$ cat config.mk
export PLATFORM = sky130hd
export DESIGN_NAME = tdm_demux8
export DESIGN_NICKNAME = d
export VERILOG_FILES = /design/src/rtl/tdm_pkg.sv /design/src/rtl/tdm_slot_ctr.sv /design/src/rtl/tdm_demux8.sv
export SDC_FILE = /design/constraint.sdc
export NUM_CORES = 1
export LEC_CHECK = 0
export BUFFER_PORTS_ARGS = -buffer_cell sky130_fd_sc_hd__buf_4
export CORE_ASPECT_RATIO = 0.5
export CORE_MARGIN = 2
export CORE_UTILIZATION = 40
export DETAILED_ROUTE_END_ITERATION = 7
export GPL_TIMING_DRIVEN = 0
export SYNTH_ARGS = -nofsm -noshare
export SYNTH_HDL_FRONTEND = slang
export SYNTH_SLANG_ARGS = --single-unit
$ cat constraint.sdc
create_clock -name clk -period 6.1 [get_ports clk]
set_input_delay 0.61 -clock clk [delete_from_list [all_inputs] [get_ports clk]]
set_output_delay 0.61 -clock clk [all_outputs]
set_load 0.005 [all_outputs]
$ cat src/rtl/tdm_pkg.sv
// Shared constants and types for the eight-slot TDM demultiplexer.
// Latency: n/a (package only).
// Backpressure: n/a (package only).
package tdm_pkg;

   localparam int NSLOTS    = 8;
   localparam int SLOT_W    = 3;
   // Consecutive blocked cycles tolerated on the final beat before the frame is dropped.
   localparam int STALL_MAX = 16;
   localparam int STALL_W   = $clog2(STALL_MAX + 1);

   typedef enum logic {HUNT, RUN} tdm_state_t;

endpackage

$ cat src/rtl/tdm_slot_ctr.sv
// Slot index counter for the TDM demux: clear-to-0, load-to-1, increment with 7->0 wrap.
// Latency: registered, new index visible the cycle after the control pulse.
// Backpressure: none; advances only when the parent pulses a control input.
// Ports: clr/load1/inc controls (clr wins, then load1), slot index out, last = slot is 7.
module tdm_slot_ctr
   import tdm_pkg::*;
(
   input  logic              clk,
   input  logic              rst_n,
   input  logic              clr,
   input  logic              load1,
   input  logic              inc,
   output logic [SLOT_W-1:0] slot,
   output logic              last
);

   always_ff @(posedge clk or negedge rst_n) begin
      if (!rst_n) begin
         slot <= '0;
      end else if (clr) begin
         slot <= '0;
      end else if (load1) begin
         slot <= SLOT_W'(1);
      end else if (inc) begin
         // Natural 3-bit overflow gives the 7->0 wrap.
         slot <= slot + 1'b1;
      end
   end

   assign last = (slot == SLOT_W'(NSLOTS - 1));

endmodule

$ cat src/rtl/tdm_demux8.sv
// Eight-slot TDM demultiplexer: framed serial words in, completed frame out as eight parallel words.
// Latency: frame_valid and y0..y7 update the cycle after the slot-7 beat is accepted; 8-cycle min frame period.
// Backpressure: only the slot-7 beat can stall (held frame not taken); >16 stalled cycles drops the frame and sets overrun.
// Ports: in_valid/in_ready/in_sync/in_data beat input; frame_valid/frame_ready/y0..y7 frame output;
//        slot = next in-sync slot index; sync_err = one-cycle framing error pulse; overrun = sticky drop flag.
module tdm_demux8
   import tdm_pkg::*;
#(
   parameter int W = 8
)(
   input  logic              clk,
   input  logic              rst_n,
   input  logic              in_valid,
   output logic              in_ready,
   input  logic              in_sync,
   input  logic [W-1:0]      in_data,
   output logic              frame_valid,
   input  logic              frame_ready,
   output logic [W-1:0]      y0,
   output logic [W-1:0]      y1,
   output logic [W-1:0]      y2,
   output logic [W-1:0]      y3,
   output logic [W-1:0]      y4,
   output logic [W-1:0]      y5,
   output logic [W-1:0]      y6,
   output logic [W-1:0]      y7,
   output logic [SLOT_W-1:0] slot,
   output logic              sync_err,
   output logic              overrun
);

   tdm_state_t          state;
   logic [STALL_W-1:0]  stall_cnt;
   logic [W-1:0]        shadow [0:NSLOTS-2];
   logic [W-1:0]        yreg   [0:NSLOTS-1];

   logic last;
   logic accept, stalled, stall_trip;
   logic wr_slot0, wr_mid, complete, err;
   logic ctr_clr, ctr_load1, ctr_inc;
   logic go_run, go_hunt;

   // Only the final beat waits, and only while the previous frame is still unread.
   // Depends on registered state and frame_ready only, never on in_valid.
   assign in_ready   = !((state == RUN) && last && frame_valid && !frame_ready);
   assign accept     = in_valid && in_ready;
   assign stalled    = in_valid && !in_ready;
   assign stall_trip = stalled && (stall_cnt == STALL_W'(STALL_MAX));

   tdm_slot_ctr u_slot_ctr (
      .clk   (clk),
      .rst_n (rst_n),
      .clr   (ctr_clr),
      .load1 (ctr_load1),
      .inc   (ctr_inc),
      .slot  (slot),
      .last  (last)
   );

   // Beat decode. stall_trip and accept are mutually exclusive since stalling implies !in_ready.
   always_comb begin
      wr_slot0  = 1'b0;
      wr_mid    = 1'b0;
      complete  = 1'b0;
      err       = 1'b0;
      ctr_clr   = 1'b0;
      ctr_load1 = 1'b0;
      ctr_inc   = 1'b0;
      go_run    = 1'b0;
      go_hunt   = 1'b0;
      if (stall_trip) begin
         ctr_clr = 1'b1;
         go_hunt = 1'b1;
      end else if (accept) begin
         if (state == HUNT) begin
            if (in_sync) begin
               wr_slot0  = 1'b1;
               ctr_load1 = 1'b1;
               go_run    = 1'b1;
            end
         end else if (in_sync) begin
            // A sync mid-frame abandons the partial frame and restarts at slot 0.
            wr_slot0  = 1'b1;
            ctr_load1 = 1'b1;
            err       = (slot != '0);
         end else if (slot == '0) begin
            err     = 1'b1;
            ctr_clr = 1'b1;
            go_hunt = 1'b1;
         end else begin
            ctr_inc = 1'b1;
            if (last) begin
               complete = 1'b1;
            end else begin
               wr_mid = 1'b1;
            end
         end
      end
   end

   always_ff @(posedge clk or negedge rst_n) begin
      if (!rst_n) begin
         state     <= HUNT;
         sync_err  <= 1'b0;
         overrun   <= 1'b0;
         stall_cnt <= '0;
      end else begin
         sync_err <= err;
         if (stall_trip) begin
            overrun <= 1'b1;
         end
         if (go_hunt) begin
            state <= HUNT;
         end else if (go_run) begin
            state <= RUN;
         end
         if (stalled && !stall_trip) begin
            stall_cnt <= stall_cnt + 1'b1;
         end else begin
            stall_cnt <= '0;
         end
      end
   end

   // Shadow holds slots 0..6; the slot-7 beat goes straight to the output register.
   always_ff @(posedge clk) begin
      if (wr_slot0) begin
         shadow[0] <= in_data;
      end else if (wr_mid) begin
         shadow[slot] <= in_data;
      end
   end

   always_ff @(posedge clk or negedge rst_n) begin
      if (!rst_n) begin
         frame_valid <= 1'b0;
         for (int i = 0; i < NSLOTS; i++) begin
            yreg[i] <= '0;
         end
      end else if (complete) begin
         // in_ready gating guarantees the register is free (or being read) here.
         for (int i = 0; i < NSLOTS - 1; i++) begin
            yreg[i] <= shadow[i];
         end
         yreg[NSLOTS-1] <= in_data;
         frame_valid    <= 1'b1;
      end else if (frame_ready) begin
         frame_valid <= 1'b0;
      end
   end

   assign y0 = yreg[0];
   assign y1 = yreg[1];
   assign y2 = yreg[2];
   assign y3 = yreg[3];
   assign y4 = yreg[4];
   assign y5 = yreg[5];
   assign y6 = yreg[6];
   assign y7 = yreg[7];

endmodule

## Word-level counts from Yosys, hierarchy flattened

Memories as Yosys holds them, arrays and structs flattened. A register that Yosys moved wholly into a read port is not among the register bits.
Cells that the tools add are included.

- Add/sub/neg operators: 2
- Equality and inequality tests: 2
- Mux-type cells: 48
- Reduce and logical (&&, ||, !) cells: 23

Operators by type and width:

| cell | number |
|---|---|
| 1-bit two-way mux | 42 |
| 3-bit two-way mux | 4 |
| 1-bit logical NOT | 10 |
| 8-bit two-way mux | 1 |
| 8-bit OR reduction | 1 |
| 1-bit logical AND | 7 |
| 3-bit nonzero test | 2 |
| 5-bit by 1-bit adder with 5-bit output, second input constant | 1 |
| 5-bit == test, second input constant | 1 |
| 5-bit two-way mux | 1 |
| 2-bit nonzero test | 2 |
| 3-bit by 1-bit adder with 3-bit output, second input constant | 1 |
| 3-bit == test, second input constant | 1 |
| 3-bit logical NOT | 1 |

- Register bits after elaboration: 20
- Bits in writable memories: 56
- Input bits: 13
- Word-level logic and storage cells: 83
- Memories kept: 1

Memory list:

| name | words | width | read ports | clocked after Yosys merged registers in | write ports | RTL line | RTL |
|---|---|---|---|---|---|---|---|
| shadow | 7 | 8 | 7 | 7 | 1 | tdm_demux8.sv:34 | `logic [W-1:0] shadow [0:NSLOTS-2];` |

## Logic depth before layout (Yosys ltp)

- Depth after elaboration: 13
- Depth in mapped cells: 8
- Depth with buffers taken out: 8

## Hierarchy

Synthesis repeated with hierarchy kept, for this count alone.

- Cell total of the unflattened synthesis: 262
- Area total of the unflattened synthesis: 4964.8 µm²

Modules (own cells, without submodules):

| module | times used | cells each | area each (µm²) | seq. area each (µm²) |
|---|---|---|---|---|
| tdm_demux8 | 1 | 250 | 4817.1 | 3508.4 |
| tdm_slot_ctr | 1 | 12 | 147.6 | 75.1 |

## Worst setup path after synthesis

No wires, ideal clock.

- Path type: reg-to-reg
- Start: register u_slot_ctr.slot[0]
- End: memory shadow[0][0], enable pin
- Library setup time: 0.387 ns
- Data arrival time: 2.219 ns
- Slack: 3.495 ns
- Cell stages (with the launch flop): 8
- Clock period less this slack: 2.605 ns
- Cell sequence: dfrtp_1 > ha_1 > ha_1 > and3b_1 > clkbuf_1 > nor3_1 > nand2_1 > o31ai_1

- Word-level cells in the longest chain between the ends: 13
- Elaborated cells between the ends (all ways): 25
- Classes of those cells: 1 x eq/ne; 15 x mux; 9 x reduce/logical

RTL lines:

| element | RTL line | RTL |
|---|---|---|
| start, declared | tdm_slot_ctr.sv:13 | `output logic [SLOT_W-1:0] slot,` |
| start signal, assigned | tdm_slot_ctr.sv:26 | `slot <= slot + 1'b1;` |
| branches (longest 13 deep; another with 8-bit OR reduction) | -- |  |
| end, declared | tdm_demux8.sv:34 |  |

Several ways; the timed one is not identified.

## Worst setup path after layout

- Start: register u_slot_ctr.slot[0]
- End: memory shadow[4][2], enable pin

Same word-level chain as after synthesis.

==> run_results.csv <==
group,metric,value,unit
outcome,run_status,"finished, final reports clean",
clock_network,cts_root_buf,"clkbuf_16",
drt,postRouteAntennaNets,0,
worst_setup_path,reg2reg_depth,7,
final_layout,largest_reg_flops,56,
worst_hold_path,min_path_type,"input port to asynchronous set/reset pin",
grt,grt-ovfl-total,0,
die,dieArea,12900,µm²
synthesis,synth_cell_types,30,
flow_run,drv_cap,0,
synthesis,seq_area_frac_synth,0.746,
die,rows,28,
clock_network,clkSlewWorstSetupHoldPaths,60,ps
clock_network,cts_buffers,17,
die,design.core.area,11800,µm²
grt,first_global_vias,2739,
sta,hold-worst-slack,325,ps
sta,setup_viol,0,
die,die_x,159,µm
clock_network,cts_hold_buffers,0,
worst_setup_path,endpoint_kind,"flip-flop",
worst_setup_path,max_stage_delay,930,ps
pwr,peakVddDrop,0.201,mV
sta,setup-tns-final,0,ps
worst_setup_path,crit_slowest_cell,"nor3_1",
pwr,seq_power_share,0.445,
sta,fin_crit_sh,0.507,
final_layout,drive_gt1_frac,0.464,
drt,via_per_inst,4.77,
drt,dr.pass1.iters,6,
worst_setup_path,critPathMaxFanout,8,
synthesis,synth_nets,297,
sta,rsz0062_at_grt,"no",
clock_network,clock_sinks,132,
drt,post_drt_wl_per_cell,17.6,µm
pwr,p_switching,0.666,mW
worst_setup_path,worstSetupPathType,"flip-flop to flip-flop",
pwr,p_int,2.02,mW
pwr,power.total,2.68,mW
sta,slew_headroom,0.196,
final_layout,final_cell_mix,"81 x buf_4, 76 x dfrtp_1, 58 x mux2_2",
final_layout,diodes,0,
final_layout,areaGrowthSynthToFinish,29.6,%
clock_network,clk_path_buf_depth,2,
pwr,cellLeakagePower,2.85,nW
clock_network,cts_setup_buffers,0,
sta,finalCriticalPeriod,3090,ps
synthesis,yosysWarnings,0,
drt,wl,9790,µm
sta,hold_viol_final,0,
clock_network,cts_resized,0,
drt,first_iter_violations,172,
grt,grt_max_degree,77,
final_layout,final.fill_count,990,
pwr,p_clk_frac,0.375,
placed_design,hpwl,6540,µm
clock_network,clk_latency,410,ps
final_layout,layoutNonFillerInstCount,555,
grt,grtUsageTotal,0.162,
synthesis,syn_area,4800,µm²
drt,via_count,2647,
final_layout,ff_latch_area,3580,µm²
worst_setup_path,cp_cell_sequence,"ha_1, ha_1, and3b_1, clkbuf_1, nor3_1, nand3b_1, nor3_1",
worst_setup_path,startpoint_type,"flip-flop",
final_layout,layout_commonest_cell,"buf_4",
sta,worst_slew_pin_slew,1200,ps
die,floorplan.initialDensity,0.408,
clock_network,cts_tree,"done",
placed_design,dpl-instance-area,5620,µm²
placed_design,dp.cells,523,
grt,grt_pass1_wl,15200,µm
sta,slew_violations,0,
die,top_level_ports,84,
synthesis,syn_inst,277,
final_layout,final_nets,397,
pwr,power_density,431,nW/µm²
synthesis,syn_area_per_cell,17.3,µm²
final_layout,design_area,6220,µm²
worst_setup_path,cp_data_required_time,6120,ps
clock_network,htreeDepth,4,
final_layout,top_register,"shadow",
pwr,switching_share,0.248,
final_layout,multi_input_area,1150,µm²
die,die_y,81.5,µm
drt,drc_errors,0,
synthesis,synth-seq-cells,132,
placed_design,gp_congestion,0.804,
worst_setup_path,cp_data_arrival_time,3110,ps
sta,max_freq,323,MHz
placed_design,numPortBuffers,81,
grt,antenna_found_initial,0,
pwr,comb_power_share,0.180,
sta,skew,9.07,ps
## cell type report
type | instances | share of cell area
clock buffers | 21 | 0.0756
inverters | 7 | 0.00422
plain buffers | 10 | 0.00764
repair buffers | 81 | 0.0977
clock inverters | 11 | 0.0205
multi-input cells | 128 | 0.185
well taps | 165 | 0.0332
flip-flops and latches | 132 | 0.576
## routing by layer
| metal | wire, µm | up-vias | GRT usage |
|---|---|---|---|
| met4 | 133 | 0 | 0.0791 |
| li1 | - | 1213 | - |
| met3 | 433 | 13 | 0.0505 |
| met2 | 4960 | 62 | 0.267 |
| met1 | 4260 | 1359 | 0.200 |
| met5 | 0 | - | 0 |
## worst paths after layout
check	from	endpoint	slack, ps
max	u_slot_ctr.slot[0]$_DFFE_PN0P_	shadow[4][2]$_DFFE_PP_	3010
min	rst_n	frame_valid$_DFFE_PN0P_	330
min reg2reg	shadow[3][2]$_DFFE_PP_	y3[2]$_DFFE_PN0P_	470
max in group asynchronous	rst_n	y0[2]$_DFFE_PN0P_	5080
max reg2reg	u_slot_ctr.slot[0]$_DFFE_PN0P_	shadow[4][2]$_DFFE_PP_	3010
min in group clk	in_data[7]	shadow[1][7]$_DFFE_PP_	460
## power by group through the flow
stage / registers [mW] / logic (mW) / clock network (mW)
2_1_floorplan: 1.20 / 0.191 / 0
3_3_place_gp: 1.20 / 0.470 / 0
3_5_place_dp: 1.21 / 0.489 / 0
4_1_cts: 1.20 / 0.491 / 1.02
5_1_grt: 1.22 / 0.530 / 1.07
6_report: 1.19 / 0.483 / 1.01
## synthesized netlist by cell type
library cell	number	area share
edfxtp_1	56	0.35
o31ai_1	2	0.0031
xor2_1	2	0.0036
o21a_1	1	0.0016
nor3_4	1	0.0034
dfrtp_1	76	0.40
o221a_2	1	0.0023
and3b_1	1	0.0018
nand3_1	4	0.0042
or4_1	1	0.0016
nand3b_1	2	0.0031
or3_1	1	0.0013
nor2_1	12	0.0094
a41o_1	1	0.0021
a211oi_1	1	0.0016
ha_1	7	0.018
nor3b_1	2	0.0031
nor4bb_1	1	0.0021
buf_2	8	0.0083
nand2_1	11	0.0086
mux2_2	58	0.14
clkbuf_1	2	0.0016
mux2_1	6	0.014
xnor2_1	1	0.0018
o21ai_0	1	0.0010
nand2b_1	2	0.0026
nor3_1	4	0.0042
mux2i_1	2	0.0042
a21oi_1	3	0.0031
inv_1	7	0.0055
## logic make-up (layout without fill, tap and decap cells)
group           Yosys count  count (layout)  synth area share
simple gates             42              42            0.0453
fa+ha+maj                 7               7            0.0182
xor+xnor                  3               3           0.00547
flops                   132             132             0.746
mux                      66              66             0.154
buf+inv                  17             130            0.0154
compound gates           10              10            0.0149
## per-stage QoR
stage                     setup WS [ps]  utilization
after floorplan                    3490            -
after CTS                          2810        0.528
final                              3010        0.529
after global routing               2690        0.529
after global placement             2720        0.477
after detailed placement           2830        0.477
## critical path: cells and delay by family (launching register included)
family	cells	cell delay [ps]
adder cells (fa/ha/maj)	2	480
buffers and inverters	1	180
flip-flops	1	490
AND/OR/NAND/NOR	4	1560
Power figures use the tool's default switching activity.
